`src/rtl/fp32_pkg.sv`:
```
// Shared binary32 field widths, special encodings and the unpacked operand view
// used by the FP_32 arithmetic cluster.
package fp32_pkg;

   localparam int EXP_W  = 8;
   localparam int FRAC_W = 23;
   localparam int BIAS   = 127;

   localparam logic [31:0] FP32_QNAN = 32'h7FC0_0000;
   localparam logic [31:0] FP32_PINF = 32'h7F80_0000;
   localparam logic [31:0] FP32_NINF = 32'hFF80_0000;

   typedef struct packed {
      logic              sign;
      logic [EXP_W-1:0]  exp;
      logic [FRAC_W-1:0] frac;
   } fp32_t;

endpackage

```
`src/rtl/fp_lzc28.sv`:
```
// Leading-zero counter over the 28-bit pre-normalised significand
// (carry, 24-bit significand, guard/round/sticky). An all-zero input reports 28.
module fp_lzc28 (
   input  logic [27:0] value,
   output logic [4:0]  count
);

   // Scanning upward lets the highest set bit win.
   always_comb begin
      count = 5'd28;
      for (int i = 0; i < 28; i++) begin
         if (value[i]) count = 5'(27 - i);
      end
   end

endmodule

```
`src/rtl/fp_32_add_or_sub.sv`:
```
// Binary32 adder/subtractor: combinational align/add/normalise/round datapath
// into a single result register (one operation per cycle, 1-cycle latency).
module fp_32_add_or_sub
   import fp32_pkg::*;
(
   input  logic        clk,
   input  logic        rst,
   input  logic [31:0] add1,
   input  logic [31:0] add2,
   input  logic        command,
   output logic [31:0] result
);

   fp32_t       a, b, x, y;
   logic        a_nan, b_nan, a_inf, b_inf, a_zero, b_zero;
   logic        swap;
   logic [7:0]  exp_diff;
   logic [49:0] shifted;
   logic [26:0] x_al, y_al;
   logic [27:0] sum;
   logic [4:0]  lzc;
   logic [27:0] norm;
   logic        round_up;
   logic [24:0] mant;
   logic [9:0]  exp_n, exp_r;
   logic [22:0] frac_r;
   logic [31:0] next_result;

   // Unpack with denormals flushed, B's sign already carrying the operation,
   // then order by magnitude and align the smaller operand with guard/round/sticky.
   always_comb begin
      a        = add1;
      b        = add2;
      b.sign   = add2[31] ^ ~command;
      a_nan    = (&add1[30:23]) && (|add1[22:0]);
      b_nan    = (&add2[30:23]) && (|add2[22:0]);
      a_inf    = (&add1[30:23]) && !(|add1[22:0]);
      b_inf    = (&add2[30:23]) && !(|add2[22:0]);
      a_zero   = !(|add1[30:23]);
      b_zero   = !(|add2[30:23]);
      if (a_zero) a.frac = '0;
      if (b_zero) b.frac = '0;
      swap     = {b.exp, b.frac} > {a.exp, a.frac};
      x        = swap ? b : a;
      y        = swap ? a : b;
      exp_diff = x.exp - y.exp;
      shifted  = {1'b1, y.frac, 26'b0} >> exp_diff;
      x_al     = {1'b1, x.frac, 3'b000};
      if (exp_diff > 8'd26) y_al = 27'd1;
      else                  y_al = {shifted[49:24], |shifted[23:0]};
      if (x.sign ^ y.sign) sum = {1'b0, x_al} - {1'b0, y_al};
      else                 sum = {1'b0, x_al} + {1'b0, y_al};
   end

   fp_lzc28 u_lzc (
      .value (sum),
      .count (lzc)
   );

   // Normalising to bit 27 covers both the carry-out case (lzc=0) and cancellation;
   // exponent arithmetic is 10-bit so a negative result shows up in bit 9.
   always_comb begin
      norm     = sum << lzc;
      exp_n    = {2'b00, x.exp} + 10'd1 - {5'b0, lzc};
      round_up = norm[3] & (norm[2] | norm[1] | norm[0] | norm[4]);
      mant     = {1'b0, norm[27:4]} + {24'b0, round_up};
      exp_r    = exp_n + {9'b0, mant[24]};
      frac_r   = mant[24] ? mant[23:1] : mant[22:0];
      next_result = {x.sign, exp_r[7:0], frac_r};
      if (a_nan || b_nan)
         next_result = FP32_QNAN;
      else if (a_inf && b_inf && (a.sign != b.sign))
         next_result = FP32_QNAN;
      else if (a_inf)
         next_result = a.sign ? FP32_NINF : FP32_PINF;
      else if (b_inf)
         next_result = b.sign ? FP32_NINF : FP32_PINF;
      else if (a_zero && b_zero)
         next_result = {a.sign & b.sign, 31'b0};
      else if (a_zero)
         next_result = b;
      else if (b_zero)
         next_result = a;
      else if (sum == 28'd0)
         next_result = 32'h0000_0000;
      else if (exp_n[9] || (exp_n == 10'd0))
         next_result = {x.sign, 31'b0};
      else if (exp_r >= 10'd255)
         next_result = x.sign ? FP32_NINF : FP32_PINF;
   end

   always_ff @(posedge clk or negedge rst) begin
      if (!rst) result <= 32'h0000_0000;
      else      result <= next_result;
   end

endmodule

```
`config.mk`:
```
export PLATFORM = sky130hd
export DESIGN_NAME = fp_32_add_or_sub
export DESIGN_NICKNAME = d
export VERILOG_FILES = /design/src/rtl/fp32_pkg.sv /design/src/rtl/fp_lzc28.sv /design/src/rtl/fp_32_add_or_sub.sv
export SDC_FILE = /design/constraint.sdc
export NUM_CORES = 1
export LEC_CHECK = 0
export ABC_AREA = 1
export CAP_MARGIN = 10
export CORE_UTILIZATION = 30
export DETAILED_ROUTE_END_ITERATION = 8
export HOLD_SLACK_MARGIN = 0.02
export PLACE_DENSITY = 0.57
export SETUP_SLACK_MARGIN = 0.3
export SYNTH_ARGS = -nofsm -noshare
export SYNTH_HDL_FRONTEND = slang
export SYNTH_SLANG_ARGS = --single-unit
export TNS_END_PERCENT = 50
```
`constraint.sdc`:
```
create_clock -name clk -period 0.8 [get_ports clk]
set_input_delay 0.24 -clock clk [delete_from_list [all_inputs] [get_ports clk]]
set_output_delay 0.24 -clock clk [all_outputs]
set_load 0.01 [all_outputs]
```
==> results of run 1 <==
## cell usage after synthesis, drive strengths merged, types with 3 or more instances
cell / number / area share
a21oi: 116 / 0.051
a221oi: 4 / 0.0029
a21boi: 3 / 0.0019
a22oi: 3 / 0.0019
o211ai: 5 / 0.0032
nor2: 214 / 0.073
nand4: 58 / 0.031
nor3: 9 / 0.0042
inv: 300 / 0.095
a21o: 6 / 0.0038
buf: 50 / 0.027
o21ai: 141 / 0.062
o311ai: 3 / 0.0022
nor4: 9 / 0.0047
nand3b: 4 / 0.0025
o22ai: 4 / 0.0021
nand3: 379 / 0.17
xnor2: 5 / 0.0037
nand2: 680 / 0.22
o21bai: 5 / 0.0032
clkbuf: 40 / 0.013
ha: 97 / 0.10
dfrtp: 32 / 0.067
o31ai: 6 / 0.0049
xor2: 37 / 0.030
or2: 7 / 0.0037
## layout by cell type (no fill, tap or decap), types with 6 or more instances in the layout
master / n
o21ai_2: 17
nand2_4: 18
nand2_1: 569
ha_1: 69
a21o_1: 6
nand2_2: 89
nor2_2: 29
nand3_4: 13
nor3_1: 8
nor4_1: 8
buf_6: 45
nor2_1: 148
a21oi_1: 84
buf_16: 7
a21oi_2: 24
buf_12: 23
ha_4: 26
inv_1: 231
xor2_2: 6
nand3_2: 52
a21oi_4: 8
buf_4: 777
o21ai_1: 28
inv_2: 60
o21ai_0: 91
nand3_1: 314
nand4_1: 57
buf_2: 30
clkdlybuf4s50_1: 48
nor2_4: 37
dfrtp_1: 32
xor2_1: 31
## kinds of logic after synthesis
kind of cell / Yosys count
AND/OR/NAND/NOR: 1364
buffers and inverters: 392
AO/OA/AOI/OAI: 308
adder cells (fa/ha/maj): 99
XOR/XNOR: 42
flip-flops: 32
## worst max-delay path, delay by kind of cell
kind            cells  cell delay (ps)
buf+inv            24             2480
compound gates     11             2230
simple gates       50             5050
xor+xnor            2              490
fa+ha+maj           4              880
## worst max path at each step
stage,depth (start not counted),to,slack (ps)
CTS,93,result[30]$_DFF_PN0_,-9920
global route,97,result[14]$_DFF_PN0_,-11070
floorplan,88,result[10]$_DFF_PN0_,-9230
detailed placement,88,result[11]$_DFF_PN0_,-11360
finish,91,result[20]$_DFF_PN0_,-10440
global placement,82,result[4]$_DFF_PN0_,-11210
## routing by layer
layer	wire length [um]	track usage
met1	26900	0.387
met2	28700	0.500
met3	3620	0.0199
met4	1550	0.0728
met5	13	0
## power groups by stage
stage	logic, mW	registers (mW)	clock network [mW]
global route	52.0	2.68	1.94
CTS	45.4	2.62	1.86
finish	48.0	2.63	1.86
floorplan	20.9	2.90	0
detailed placement	42.1	2.62	0
global placement	41.8	2.62	0
## stage by stage
| step | hold WS (ps) | util | setup slack (ps) | TNS, ps |
|---|---|---|---|---|
| 6_report | 66.6 | 0.557 | -10440 | -336570 |
| 5_1_grt | 99.3 | 0.557 | -11070 | -356620 |
| 4_1_cts | 77.0 | 0.538 | -9920 | -320670 |
| 3_5_place_dp | 630 | 0.482 | -11360 | -366000 |
| 3_3_place_gp | 630 | 0.482 | -11210 | -364240 |
| 2_1_floorplan | -55.6 | - | -9230 | -289010 |
## area by class of cell
type	count	area (um2)	area share
clock inverters	3	18.8	0.000866
inverters	302	1180	0.0543
well taps	518	648	0.0299
flip-flops and latches	32	801	0.0369
clock buffers	5	125	0.00577
repair inverters	1	7.51	0.000346
repair buffers	940	7760	0.358
multi-input cells	1813	11100	0.514
## repair_timing
action	4_1_cts	5_1_grt
buffers inserted	97	31
cloned	9	0
gates resized for setup	472	139
pin swaps	136	111
endpoints found under the setup margin	96	64
==> impl_metrics.toml, run 1 <==
[yosys]
syn-num-nets = 2403
synth_top_family_by_area = "simple AND/OR/NAND/NOR gates"
synth-xor-area-share = 0.0334
synth_edf_count = 0
synth-seq-area-share = 0.0673
ys_ff_latch = 32
muxShareOfSynthArea = 0
synth-simple-area-share = 0.510
synth_cell_types = 65
synthAdderAreaFrac = 0.105
yosys_warnings = 0
syn-cell-area_um2 = 11900
synthFlopType = "dfrtp_1"
async_flop_share = 1.00
syn_avg_cell_area_um2 = 5.32
synth_compound_area_frac = 0.149
synth_cells = 2237

[placed_design]
place_congestion = 1.02
dp_hpwl_mm = 49.0
post_dp_cell_area_um2 = 18800
port_buffers = 98
placed_cells = 3469

[power_and_ir_drop]
power.internal_mw = 25.7
leakage_nw = 11.5
power.share.sequential = 0.050
vdd_drop_max_mv = 1.12
power.density_nw_per_um2 = 2420
sw_frac_of_total = 0.512
power.total_mw = 52.5
pwr-share-clk = 0.035
p_sw_mw = 26.9
power_frac_comb = 0.915

[global_route]
antenna_found_initial = 2
grt_pass1_wl_mm = 94.2
grt.total_usage = 0.289
grt_max_degree = 33
overflow = 0
grt_pass1_vias = 17775

[timing]
rsz0062_at_grt = "yes"
setup_viol_count_final = 64
slew_headroom = 0.546
fmax_mhz = 88.9
period_needed_ps = 11240
worst_pin_slew_ps = 674
min_period_over_period = 14.1
fin_ws_ps = -10440
hold_viol_final = 0
slew_violations = 0

[hold_path]
hp-class = "in -> async"

[cells_and_area]
drive_gt1_frac = 0.427
top_regs = "result (32)"
fin_nets = 3261
area_growth_pct = 82.2
final_cells = 3614
design_area_um2 = 21700
regMostFlops = "result"
nFillCells = 3833
diodes = 0
largest_reg_flops = 32

[detailed_routing]
routed_wl_mm = 60.8
wl_per_cell_um = 16.8
drt_iter0_drc = 1708
drc = 0
ant_nets = 0
vias = 18295
vias_per_cell = 5.06
dr.pass1.iters = 6

[clock_network]
cts_tree = "yes"
numCtsBuffers = 5
clkSinkCount = 32
h-tree-depth = 2
cts-hold-fix-buffers = 0
clockRootBuffer = "clkbuf_16"
path_clk_slew_ps = 60
cts_buffer_depth = 2

[job]
max_cap_viol_count = 0

[worst_setup_path]
cp_max_fo = 7
cp.arrival_ps = 11430
max_stage_delay_ps = 350
required_ps = 990
crit_type = "in -> reg"
crit_slowest_cell = "a221o_1"
start_kind = "primary input"
critPathCaptureType = "register"
setup.worst_path.start = "add2[26]"

[run_status]
outcome = "complete, but fails checks"
violations = "negative setup slack"

[floorplan]
std_cell_rows = 72
start_util = 0.306
die_w_um = 201
die_h_um = 201
core_um2 = 38900
die-area_um2 = 40500
ios = 99
Power figures use the tool's default switching activity.
==> run 2: changes to the inputs <==
--- a/config.mk
+++ b/config.mk
@@ -11,6 +11,7 @@
 export DETAILED_ROUTE_END_ITERATION = 8
 export HOLD_SLACK_MARGIN = 0.02
 export PLACE_DENSITY = 0.57
+export RECOVER_POWER = 100
 export SETUP_SLACK_MARGIN = 0.3
 export SYNTH_ARGS = -nofsm -noshare
 export SYNTH_HDL_FRONTEND = slang
==> run 2 against run 1 <==
Net effect:
- the run still ends with negative setup slack left
- worst hold slack improved by 77 ps
- cell area barely moved
- total power barely moved
- fmax barely moved
- critical path type unchanged
- critical endpoint unchanged
- largest power group unchanged
- highest routed layer unchanged
==> impl_metrics.toml, run 2 (synthesis gave the netlist of run 1 again) <==
[clock_network]
numCtsBuffers = 5
path_clk_slew_ps = 60
clockRootBuffer = "clkbuf_16"
clkSinkCount = 32
cts_tree = "yes"
cts_buffer_depth = 2
h-tree-depth = 2

[cells_and_area]
fin_nets = 3261
final_cells = 3614
area_growth_pct = 82.1
final_cell_mix = "buf_4 (777), nand2_1 (569), nand3_1 (314)"
top_regs = "result (32)"
layout_commonest_cell = "buf_4"
nFillCells = 3834
largest_reg_flops = 32
drive_gt1_frac = 0.427
regMostFlops = "result"
diodes = 0

[timing]
worst_pin_slew_ps = 675
fmax_mhz = 89.0
slew_violations = 0
min_period_over_period = 14.0
setup_viol_count_final = 64
slew_headroom = 0.545
fin_ws_ps = -10440
period_needed_ps = 11240
hold_slack_ps = 144
hold_viol_final = 0
rsz0062_at_grt = "yes"

[worst_setup_path]
crit_slowest_cell = "a221o_1"
crit_buf_inv = 23
cp.arrival_ps = 11430
setup.worst_path.start = "add1[29]"
cp_top_family = "simple AND/OR/NAND/NOR gates"
worst-path-stages = 90
max_stage_delay_ps = 350
crit_end = "result[20]$_DFF_PN0_"
required_ps = 990
start_kind = "primary input"
crit_type = "in -> reg"
critPathCaptureType = "register"
cpMostUsedCell = "nand2_2"
cp_max_fo = 14

[power_and_ir_drop]
power.density_nw_per_um2 = 2420
power.internal_mw = 25.6
leakage_nw = 11.5
vdd_drop_max_mv = 1.13
pwr-share-clk = 0.036
sw_frac_of_total = 0.512
power_frac_comb = 0.914
power.share.sequential = 0.050
p_sw_mw = 26.9

[detailed_routing]
routed_wl_mm = 60.8
dr.pass1.iters = 7
wl_per_cell_um = 16.8
vias = 18380
vias_per_cell = 5.09
ant_nets = 0
drc = 0
drt_iter0_drc = 1730

[global_route]
grt.total_usage = 0.289
antenna_found_initial = 2
grt_pass1_wl_mm = 94.2
grt_max_degree = 33
overflow = 0
grt_pass1_vias = 17775

[job]
max_cap_viol_count = 0

[floorplan]
core_um2 = 38900
ios = 99
die-area_um2 = 40500
std_cell_rows = 72
die_w_um = 201
start_util = 0.306
die_h_um = 201

[placed_design]
dp_hpwl_mm = 49.0
placed_cells = 3469
place_congestion = 1.02
place_ws_ps = -11360
port_buffers = 98

[hold_path]
hp-class = "in -> async"

[run_status]
violations = "negative setup slack"
outcome = "complete, but fails checks"
-- run 2: cell count changes in the layout (fill, tap and decap cells not counted) --
cell / previous run / this run
buf_12: 23 / 22
clkbuf_4: 0 / 1
-- run 2: per-layer routing --
metal / part of all wire / track usage / vias up
met1: 0.44 / 0.387 / 8548
met5: 0.00021 / 0 / -
met2: 0.47 / 0.500 / 685
met4: 0.026 / 0.0728 / 2
li1: - / - / 9055
met3: 0.058 / 0.0199 / 90
-- run 2: worst min-delay path by stage --
| stage | startpoint | end | slack (ps) | cells after the start |
|---|---|---|---|---|
| after global placement | rst | result[17]$_DFF_PN0_ | 630 | 2 |
| after floorplan | rst | result[0]$_DFF_PN0_ | -60 | 0 |
| after global routing | rst | result[8]$_DFF_PN0_ | 210 | 2 |
| final | rst | result[8]$_DFF_PN0_ | 140 | 2 |
| after detailed placement | rst | result[14]$_DFF_PN0_ | 630 | 2 |
| after CTS | rst | result[8]$_DFF_PN0_ | 80 | 2 |
-- run 2: power by group through the flow --
stage	Sequential, mW	Clock (mW)	Combinational (mW)
4_1_cts	2.62	1.86	45.4
3_3_place_gp	2.62	0	41.8
2_1_floorplan	2.90	0	20.9
6_report	2.63	1.86	48.0
3_5_place_dp	2.62	0	42.1
5_1_grt	2.68	1.94	52.0
-- run 2: area by class of cell --
type | count | area, um2 | area share
clock inverters | 3 | 18.8 | 0.000866
inverters | 302 | 1180 | 0.0543
clock buffers | 5 | 125 | 0.00577
flip-flops and latches | 32 | 801 | 0.0370
multi-input cells | 1813 | 11100 | 0.514
repair inverters | 1 | 7.51 | 0.000346
well taps | 518 | 648 | 0.0299
repair buffers | 940 | 7740 | 0.357
-- run 2: timing repair --
| action | in CTS | in global routing |
|---|---|---|
| hold buffers | 0 | 0 |
| endpoints found under the hold margin | 0 | 0 |
| endpoints found under the setup margin | 96 | 64 |
| gates cloned | 9 | 0 |
| pin swaps | 136 | 111 |
| setup buffers | 97 | 31 |
| gates resized for setup | 472 | 139 |
-- run 2: through the flow --
step	cell area, um2	utilization	power (mW)	setup TNS (ps)
2_1_floorplan	12200	-	23.8	-289010
6_report	21700	0.557	52.5	-336530
5_1_grt	21700	0.557	56.6	-356620
3_3_place_gp	18800	0.482	44.4	-364240
4_1_cts	20900	0.538	49.9	-320670
3_5_place_dp	18800	0.482	44.7	-366000
